===== src/rtl/period_meter_pkg.sv =====
// Shared types and default constants for the period meter and its synchronizer.
// Optional averager is enabled by defining PERIOD_METER_AVG_EN.
package period_meter_pkg;

   typedef enum logic [1:0] {IDLE, ARM, MEAS} state_t;

   localparam int CNT_W_DEF       = 31;
   localparam int SYNC_STAGES_DEF = 2;
   localparam int TIMEOUT_DEF     = 1000000;

endpackage


===== src/rtl/sync_edge_det.sv =====
// Multi-flop synchronizer for an asynchronous level, followed by single-cycle
// rise and fall pulses taken from the synchronized level.
module sync_edge_det #(
   parameter int SYNC_STAGES = 2
) (
   input  logic i_clk,
   input  logic i_rst,
   input  logic i_sig,
   output logic o_rise,
   output logic o_fall
);

   logic [SYNC_STAGES-1:0] r_sync;
   logic                   r_prev;
   logic                   w_level;

   assign w_level = r_sync[SYNC_STAGES-1];

   always_ff @(posedge i_clk or posedge i_rst) begin
      if (i_rst) begin
         r_sync <= '0;
         r_prev <= 1'b0;
      end else begin
         r_sync <= {r_sync[SYNC_STAGES-2:0], i_sig};
         r_prev <= w_level;
      end
   end

   assign o_rise = w_level & ~r_prev;
   assign o_fall = ~w_level & r_prev;

endmodule


===== src/rtl/period_meter.sv =====
// Measures period and high time of a slow asynchronous signal in clk_in cycles.
// Define PERIOD_METER_AVG_EN to add a four-period running average output.
module period_meter
   import period_meter_pkg::*;
#(
   parameter int CNT_W       = CNT_W_DEF,
   parameter int TIMEOUT     = TIMEOUT_DEF,
   parameter int SYNC_STAGES = SYNC_STAGES_DEF
) (
   input  logic             clk_in,
   input  logic             rst,
   input  logic             sig_in,
   input  logic             enable,
   output logic [CNT_W-1:0] period,
   output logic [CNT_W-1:0] high_time,
   output logic             valid,
   output logic             timeout
`ifdef PERIOD_METER_AVG_EN
   ,
   output logic [CNT_W-1:0] avg_period,
   output logic             avg_valid
`endif
);

   localparam logic [CNT_W-1:0] TIMEOUT_C = CNT_W'(TIMEOUT);
   localparam logic [CNT_W-1:0] ONE_C     = CNT_W'(1);

   state_t           r_state;
   logic [CNT_W-1:0] r_cnt;
   logic [CNT_W-1:0] r_hiLat;
   logic [CNT_W-1:0] r_period;
   logic [CNT_W-1:0] r_highTime;
   logic             r_valid;
   logic             r_timeout;

   logic w_rise;
   logic w_fall;
   logic w_capture;
   logic w_timeoutHit;

   sync_edge_det #(
      .SYNC_STAGES(SYNC_STAGES)
   ) u_sync (
      .i_clk (clk_in),
      .i_rst (rst),
      .i_sig (sig_in),
      .o_rise(w_rise),
      .o_fall(w_fall)
   );

   // A rise always beats the timeout check when both land on the same cycle.
   assign w_capture    = enable && (r_state == MEAS) && w_rise;
   assign w_timeoutHit = enable && (r_state == MEAS) && !w_rise && (r_cnt == TIMEOUT_C);

   always_ff @(posedge clk_in or posedge rst) begin
      if (rst) begin
         r_state    <= IDLE;
         r_cnt      <= '0;
         r_hiLat    <= '0;
         r_period   <= '0;
         r_highTime <= '0;
         r_valid    <= 1'b0;
         r_timeout  <= 1'b0;
      end else begin
         r_valid <= 1'b0;
         if (!enable) begin
            r_state   <= IDLE;
            r_cnt     <= '0;
            r_timeout <= 1'b0;
         end else begin
            case (r_state)
               IDLE: begin
                  r_cnt   <= '0;
                  r_state <= ARM;
               end
               ARM: begin
                  if (w_rise) begin
                     r_cnt   <= ONE_C;
                     r_hiLat <= '0;
                     r_state <= MEAS;
                  end
               end
               MEAS: begin
                  if (w_capture) begin
                     r_period   <= r_cnt;
                     r_highTime <= r_hiLat;
                     r_valid    <= 1'b1;
                     r_timeout  <= 1'b0;
                     r_cnt      <= ONE_C;
                     r_hiLat    <= '0;
                  end else if (w_timeoutHit) begin
                     r_timeout <= 1'b1;
                     r_cnt     <= '0;
                     r_state   <= ARM;
                  end else begin
                     r_cnt <= r_cnt + ONE_C;
                     if (w_fall) begin
                        r_hiLat <= r_cnt;
                     end
                  end
               end
               default: r_state <= IDLE;
            endcase
         end
      end
   end

   assign period    = r_period;
   assign high_time = r_highTime;
   assign valid     = r_valid;
   assign timeout   = r_timeout;

`ifdef PERIOD_METER_AVG_EN
   logic [CNT_W-1:0] r_hist [4];
   logic [2:0]       r_histCnt;
   logic             r_avgValid;
   logic [CNT_W+1:0] w_sum;

   // History only counts periods captured since the last arm, so any event
   // that forces a re-arm also empties it.
   always_ff @(posedge clk_in or posedge rst) begin
      if (rst) begin
         for (int i = 0; i < 4; i++) r_hist[i] <= '0;
         r_histCnt  <= '0;
         r_avgValid <= 1'b0;
      end else begin
         r_avgValid <= 1'b0;
         if (!enable || w_timeoutHit) begin
            for (int i = 0; i < 4; i++) r_hist[i] <= '0;
            r_histCnt <= '0;
         end else if (w_capture) begin
            r_hist[0] <= r_cnt;
            r_hist[1] <= r_hist[0];
            r_hist[2] <= r_hist[1];
            r_hist[3] <= r_hist[2];
            if (r_histCnt < 3'd4) begin
               r_histCnt <= r_histCnt + 3'd1;
            end
            r_avgValid <= (r_histCnt >= 3'd3);
         end
      end
   end

   assign w_sum = {2'b00, r_hist[0]} + {2'b00, r_hist[1]}
                + {2'b00, r_hist[2]} + {2'b00, r_hist[3]};

   assign avg_period = w_sum[CNT_W+1:2];
   assign avg_valid  = r_avgValid;
`endif

endmodule

===== config.mk =====
export PLATFORM = sky130hd
export DESIGN_NAME = period_meter
export DESIGN_NICKNAME = d
export VERILOG_FILES = /design/src/rtl/period_meter_pkg.sv /design/src/rtl/sync_edge_det.sv /design/src/rtl/period_meter.sv
export SDC_FILE = /design/constraint.sdc
export NUM_CORES = 1
export LEC_CHECK = 0
export BUFFER_PORTS_ARGS = -buffer_cell sky130_fd_sc_hd__buf_4
export CELL_PAD_IN_SITES_DETAIL_PLACEMENT = 0
export CELL_PAD_IN_SITES_GLOBAL_PLACEMENT = 1
export CORE_MARGIN = 1.5
export CORE_UTILIZATION = 45
export DETAILED_ROUTE_END_ITERATION = 10
export PLACE_DENSITY_LB_ADDON = 0.1
export SLEW_MARGIN = 20
export SYNTH_ARGS = -nofsm -noshare
export SYNTH_HDL_FRONTEND = slang
export SYNTH_SLANG_ARGS = --single-unit

===== constraint.sdc =====
create_clock -name clk_in -period 5.45 [get_ports clk_in]
set_clock_uncertainty 0.2 [all_clocks]
set_input_delay 1.09 -clock clk_in [delete_from_list [all_inputs] [get_ports clk_in]]
set_output_delay 1.09 -clock clk_in [all_outputs]
set_load 0.02 [all_outputs]

* After elaboration in Yosys (flattened, before gate mapping) *
Cells that the tools add are included.

storage, ports and cells
  logic and storage cells = 60
  output and inout bits = 64
  input bits = 4
  register bits after elaboration = 131

cells by class
  bitwise logic cells = 4
  equality and inequality tests = 12
  add/subtract/negate cells = 1
  reduce and logical (&&, ||, !) cells = 12
  multiplexer cells = 22

operators with widths
  kind                                                    count
  2-to-1 mux 31 bit                                       8
  case mux 31 bit (3 select lines)                        1
  case mux 31 bit (2 select lines)                        1
  adder 31 x 1 -> 31 bit (second input constant)          1
  equality test 31 x 20 -> 1 bit (second input constant)  1
  != test 3 bit (second input constant)                   4
  2-to-1 mux 2 bit                                        4
  2-to-1 mux 1 bit                                        7
  case mux 2 bit (3 select lines)                         1
  AND reduction 3 bit                                     2
  AND reduction 5 bit                                     1
  logical AND 1 bit                                       4
  != test 4 x 1 -> 1 bit (second input constant)          1
  AND reduction 2 bit                                     2
  != test 3 x 1 -> 1 bit (second input constant)          1
  != test 3 x 2 -> 1 bit (second input constant)          1
  bitwise AND 1 bit                                       2
  equality test 2 x 1 -> 1 bit (second input constant)    1
  equality test 2 bit (second input constant)             1
  zero test 2 bit                                         1
  != test 2 x 1 -> 1 bit (second input constant)          1
  != test 2 bit (second input constant)                   1
  NOT 1 bit                                               2
  nonzero test 2 bit                                      1
  zero test 1 bit                                         1

* Depth between registers and ports, before layout *
  word-level depth = 9
  gate-level depth with buffers = 10
  gate-level depth less buffers = 7

* Cells and area by module *
From an unflattened synthesis, not the netlist that was laid out.

second synthesis, totals
  cell total of the unflattened synthesis = 602
  area, all modules = 6028.3 µm²

by module, submodules not included
  module         area each (µm²)  cells an instance  times used  sequential area each (µm²)
  period_meter   5934.4           596                1           3203.1
  sync_edge_det  93.8             6                  1           75.1

* Least setup slack after synthesis *
OpenSTA, ideal clock, no wires.

  kind = input to register
  start point = in enable
  end point = reg r_cnt[20]
  cell stages on the path = 5
  setup time = 0.121 ns
  data required time = 5.129 ns
  arrival time = 2.199 ns
  path buffers = 0
  path slack = 2.930 ns
  path through = and2_1 > a2111o_1 > nor4_2 > xnor2_1 > nor2_1

between the ends
  longest elaborated chain between the ends = 7
  elaborated cells between the ends (all ways) = 11
  those cells by class = eq/ne: 2; mux: 4; reduce/logical: 5

RTL lines
  element                           RTL line                                source
  start: declaration                period_meter.sv:13                      input logic enable,
  logical AND 1 bit                 period_meter.sv:52, period_meter.sv:53
  logical AND 1 bit (2 in series)   period_meter.sv:53                      assign w_timeoutHit = enable && (r_state == MEAS) && !w_rise && (r_cnt == TIMEOUT_C);
  2-to-1 mux 31 bit                 period_meter.sv:91                      end else if (w_timeoutHit) begin
  2-to-1 mux 31 bit                 period_meter.sv:84                      if (w_capture) begin
  case mux 31 bit (3 select lines)  period_meter.sv:71                      case (r_state)
  2-to-1 mux 31 bit                 period_meter.sv:66                      if (!enable) begin
  end signal: assignment            period_meter.sv:96                      r_cnt <= r_cnt + ONE_C;
  end: declaration                  period_meter.sv:29                      logic [CNT_W-1:0] r_cnt;

Several ways; a longest one is shown, not always the timed one.
A chain may end at the register's enable or synchronous reset.

* Worst setup path in the final report *
  start point = reg u_sync.r_sync[1]
  end point = reg r_hiLat[11]

between the ends
  longest elaborated chain between the ends = 6
  elaborated cells between the ends (all ways) = 13
  those cells by class = eq/ne: 3; mux: 2; bitwise: 3; reduce/logical: 5

RTL lines
  element                          RTL line             source
  start: declaration               sync_edge_det.sv:13  logic [SYNC_STAGES-1:0] r_sync;
  start signal: assignment         sync_edge_det.sv:24  r_sync <= {r_sync[SYNC_STAGES-2:0], i_sig};
  bitwise AND 1 bit                sync_edge_det.sv:29  assign o_rise = w_level & ~r_prev;
  zero test 1 bit                  period_meter.sv:53
  logical AND 1 bit (2 in series)  period_meter.sv:53
  != test 3 bit (no line)          --
  AND reduction 5 bit (no line)    --
  end signal: assignment           period_meter.sv:98   r_hiLat <= r_cnt;
  end: declaration                 period_meter.sv:30   logic [CNT_W-1:0] r_hiLat;

Several ways; a longest one is shown, not always the timed one.

==> results_tabular.tex <==
\begin{tabular}{lr}
\hline
Metric & Value \\
\hline
\multicolumn{2}{l}{\textbf{Status}} \\
\quad Outcome & finished, final reports clean \\
\multicolumn{2}{l}{\textbf{Layout}} \\
\quad Total inserted antenna cells & 0 \\
\quad Footprint of the multi-input gates & 2195 µm² \\
\quad Number of standard cells in the final layout excluding fillers & 825 \\
\quad Core Util, Final & 56.14\% \\
\quad Filler cell count in the final layout & 1152 \\
\quad Reg area & 3278 µm² \\
\quad Post-synthesis to final-layout area growth & 22.11\% \\
\quad Proportion of layout cells with a drive suffix above 1 & 18.53\% \\
\quad Final nets & 650 \\
\multicolumn{2}{l}{\textbf{Pwr}} \\
\quad Clock power frac & 39.7\% \\
\quad Tot Pwr & 3.126 mW \\
\quad Internal power component & 2.232 mW \\
\quad Switching share of total power & 28.60\% \\
\quad Combinational power share & 20.9\% \\
\quad Lkg Pwr & 3.265 nW \\
\quad Power density over cell area & 443.1 nW/µm² \\
\quad Power share of the sequential group & 39.4\% \\
\quad Peak supply drop & 0.0002334 V \\
\quad Switching power summed over all nets & 893.9 µW \\
\multicolumn{2}{l}{\textbf{Synth}} \\
\quad Count of cell types in the netlist & 48 \\
\quad Most frequently used flop master after synthesis & dfrtp\_1 \\
\quad Cell types with the largest area share after synthesis & dfrtp\_1, nand2\_1, mux2i\_1, o21ai\_0, inv\_1 \\
\quad Share of flip-flops with an asynchronous set or reset after synthesis & 100.0\% \\
\quad Most area-hungry cell type in the Yosys netlist & dfrtp\_1 \\
\quad FF+latch count, synth & 131 \\
\quad Mean area per synthesized cell & 9.894 µm² \\
\quad Area share of the largest cell type after synthesis & 56.73\% \\
\quad Netlist Area Pre-Place & 5778 µm² \\
\quad Sequential area share after synthesis & 56.73\% \\
\quad Count of warnings emitted by yosys & 0 \\
\quad Post-synthesis cell count & 584 \\
\quad Syn Nets & 594 \\
\quad Number of enable-type register cells in the synthesized netlist & 0 \\
\multicolumn{2}{l}{\textbf{Route}} \\
\quad Remaining antenna violation count & 0 \\
\quad 1st-iter DRT viols & 238 \\
\quad Total routed wirelength & 11930 µm \\
\quad Detailed-route DRC error count & 0 \\
\quad Vias per std cell & 4.920 \\
\quad Total number of vias & 4059 \\
\quad Mean routed wirelength per cell & 14.46 µm \\
\quad Detailed Routing Iterations Pass 1 & 4 \\
\multicolumn{2}{l}{\textbf{Setup path}} \\
\quad Data arrival time of the critical path & 2.88 ns \\
\quad Longest individual stage delay on the worst path & 0.89 ns \\
\quad Chain of cells forming the critical path & nor2b\_1 -> nor3\_1 -> nand4\_2 -> and3\_2 -> mux2i\_1 \\
\quad Largest fanout on the critical path & 31 \\
\quad Type of element launching the critical path & register \\
\quad Data required time of the critical path & 5.58 ns \\
\quad Worst Path Class, Setup & register to register \\
\quad Critical Path Slowest Stage Cell & and3\_2 \\
\quad Endpoint kind of the worst setup timing path & register \\
\multicolumn{2}{l}{\textbf{GRT}} \\
\quad Initial antenna violation count & 0 \\
\quad Total track usage & 19.44\% \\
\quad Vias in the first global route & 3902 \\
\quad Pin count of the biggest net entering global routing & 100 \\
\quad Global-route wire length before repair & 19860 µm \\
\quad Aggregate global routing overflow & 0 \\
\multicolumn{2}{l}{\textbf{Timing}} \\
\quad Final Max Tran Viols & 0 \\
\quad Worst-Margin Slew & 1.018 ns \\
\quad Setup repair after global routing missed its margin & no \\
\quad Worst-case headroom to the max-slew limit & 32.17\% \\
\quad Number of hold-slack violations in the final timing report & 0 \\
\quad Count of endpoints failing setup in the final report & 0 \\
\quad Setup TNS & 0 ns \\
\quad Period Utilization, post-route & 50.50\% \\
\quad Min Clock Period, post-route & 2.752 ns \\
\quad Final critical-path setup slack & 2.698 ns \\
\quad Fmax & 0.3634 GHz \\
\multicolumn{2}{l}{\textbf{Place}} \\
\quad Post-place setup slack & 2.387 ns \\
\quad Weighted congestion reported at the end of routability-driven placement & 0.8557 \\
\quad Final HPWL DP & 7921 µm \\
\quad Cell count after placement & 793 \\
\quad Port Buf Inserts & 67 \\
\multicolumn{2}{l}{\textbf{Floorplanning}} \\
\quad Initial core utilization & 45.97\% \\
\quad Die footprint & 13530 µm² \\
\quad Die W & 116.3 µm \\
\quad I/O pin count & 68 \\
\quad Height of the die & 116.3 µm \\
\quad Area of the core & 12570 µm² \\
\quad Floorplan row count & 41 \\
\multicolumn{2}{l}{\textbf{Clocking}} \\
\quad Buffer type at the clock tree root & clkbuf\_16 \\
\quad Number of clock buffers inserted by TritonCTS & 17 \\
\quad CTS tree & done \\
\quad Number of buffers inserted to repair setup after CTS & 0 \\
\quad Resize count post-CTS & 0 \\
\quad CTS sink cnt & 131 \\
\quad Post-CTS clock slew at the launch and capture registers of the worst setup and hold paths & 0.06 ns \\
\quad Latest clock arrival within the worst-skew pair & 0.42 ns \\
\quad Max Buffers Root-to-Sink & 2 \\
\quad Number of buffers added to fix hold violations after cts & 0 \\
\quad Number of H-tree branching levels & 4 \\
\multicolumn{2}{l}{\textbf{Job}} \\
\quad Number of max-cap violations & 0 \\
\multicolumn{2}{l}{\textbf{Worst hold path}} \\
\quad Worst min path class & register to register \\
\hline
\end{tabular}
[kinds of logic (layout without fill, tap and decap cells)]
kind of cell | Yosys count | after routing | synth area share [%]
buf+inv | 78 | 147 | 5.717
flops | 131 | 131 | 56.73
compound gates | 56 | 56 | 5.977
simple gates | 253 | 253 | 20.44
mux | 34 | 34 | 5.890
xor+xnor | 26 | 26 | 3.941
fa+ha+maj | 6 | 6 | 1.299
[synthesized netlist by cell type, types with 4 or more instances]
cell type and count:
and3_1 5, buf_2 11, clkbuf_1 19, dfrtp_1 131
ha_1 6, inv_1 41, mux2i_1 34, nand2_1 159
nand3_1 10, nand4_1 6, nor2_1 34, nor3_1 6
nor4_1 7, nor4b_1 4, o21ai_0 41, or3_1 4
xnor2_1 17, xor2_1 9
[sequential cells by signal, summed over array words and instances (netlist names)]
signal         flops
high_time         31
period            31
r_cnt             31
r_hiLat           31
r_state            2
u_sync.r_sync      2
timeout            1
u_sync.r_prev      1
valid              1
[layout make-up]
cell class / instances / share of cell area (%)
Tap cell: 172 / 3.050
Clock inverter: 8 / 2.057
Sequential cell: 131 / 46.46
Timing Repair Buffer: 73 / 7.767
Multi-Input combinational cell: 375 / 31.10
Clock buffer: 24 / 7.253
Inverter: 42 / 2.305
[power by group through the flow]
stage	sequential (mW)	clock, mW	combinational (mW)
after floorplan	1.34	0	0.328
after global placement	1.25	0	0.649
after detailed placement	1.25	0	0.667
after CTS	1.23	1.26	0.667
after global routing	1.25	1.31	0.736
final	1.23	1.24	0.654
[cells in the final DEF (no fill, tap or decap), types with 2 or more instances in the layout]
master / count
o21ai_0: 41
nand3_1: 9
and3_1: 4
mux2i_1: 34
nor4b_1: 4
nand2b_1: 2
nand4_2: 2
and3_2: 2
o31ai_1: 2
nor4_1: 7
or3_1: 4
inv_1: 40
clkinv_2: 2
bufinv_16: 4
nand3_4: 3
dfrtp_1: 131
clkinvlp_4: 2
clkbuf_8: 6
nand2_1: 159
nor3_1: 6
a21oi_2: 3
buf_4: 73
ha_1: 6
and4_1: 2
nand4_1: 6
xor2_1: 9
xnor2_1: 17
clkbuf_16: 17
nor2_1: 34
[per-stage QoR]
stage / hold WS [ns] / cell area [µm²]
finish: 0.1419 / 7056
CTS: 0.1471 / 7053
global route: 0.1673 / 7056
floorplan: 0.1312 / 5778
global placement: 0.1383 / 6396
detailed placement: 0.1424 / 6396
[worst paths after layout]
path / start / to / slack (ns) / cells past startpoint
min in group asynchronous: rst / high_time[15] / 0.59 / 2
max in group asynchronous: rst / period[19] / 3.57 / 3
hold / removal: u_sync.r_sync[0] / u_sync.r_sync[1] / 0.14 / 0
setup reg to reg: u_sync.r_sync[1] / r_hiLat[11] / 2.70 / 5
setup / recovery: u_sync.r_sync[1] / r_hiLat[11] / 2.70 / 5
hold reg to reg: u_sync.r_sync[0] / u_sync.r_sync[1] / 0.14 / 0
[worst max-delay path, delay by kind of cell (launching register included)]
kind,cells,cell delay (ns)
DFF,1,0.37
and+or+nand+nor,4,1.78
muxes,1,0.29
[metal layers]
metal / track usage [%] / wire [µm] / up-vias
li1: - / - / 2009
met4: 7.561 / 213 / 0
met2: 30.31 / 5607 / 71
met1: 26.11 / 5652 / 1961
met5: 0 / 0 / -
met3: 5.189 / 455 / 18
Note: power is estimated with default switching activity, not from simulation.
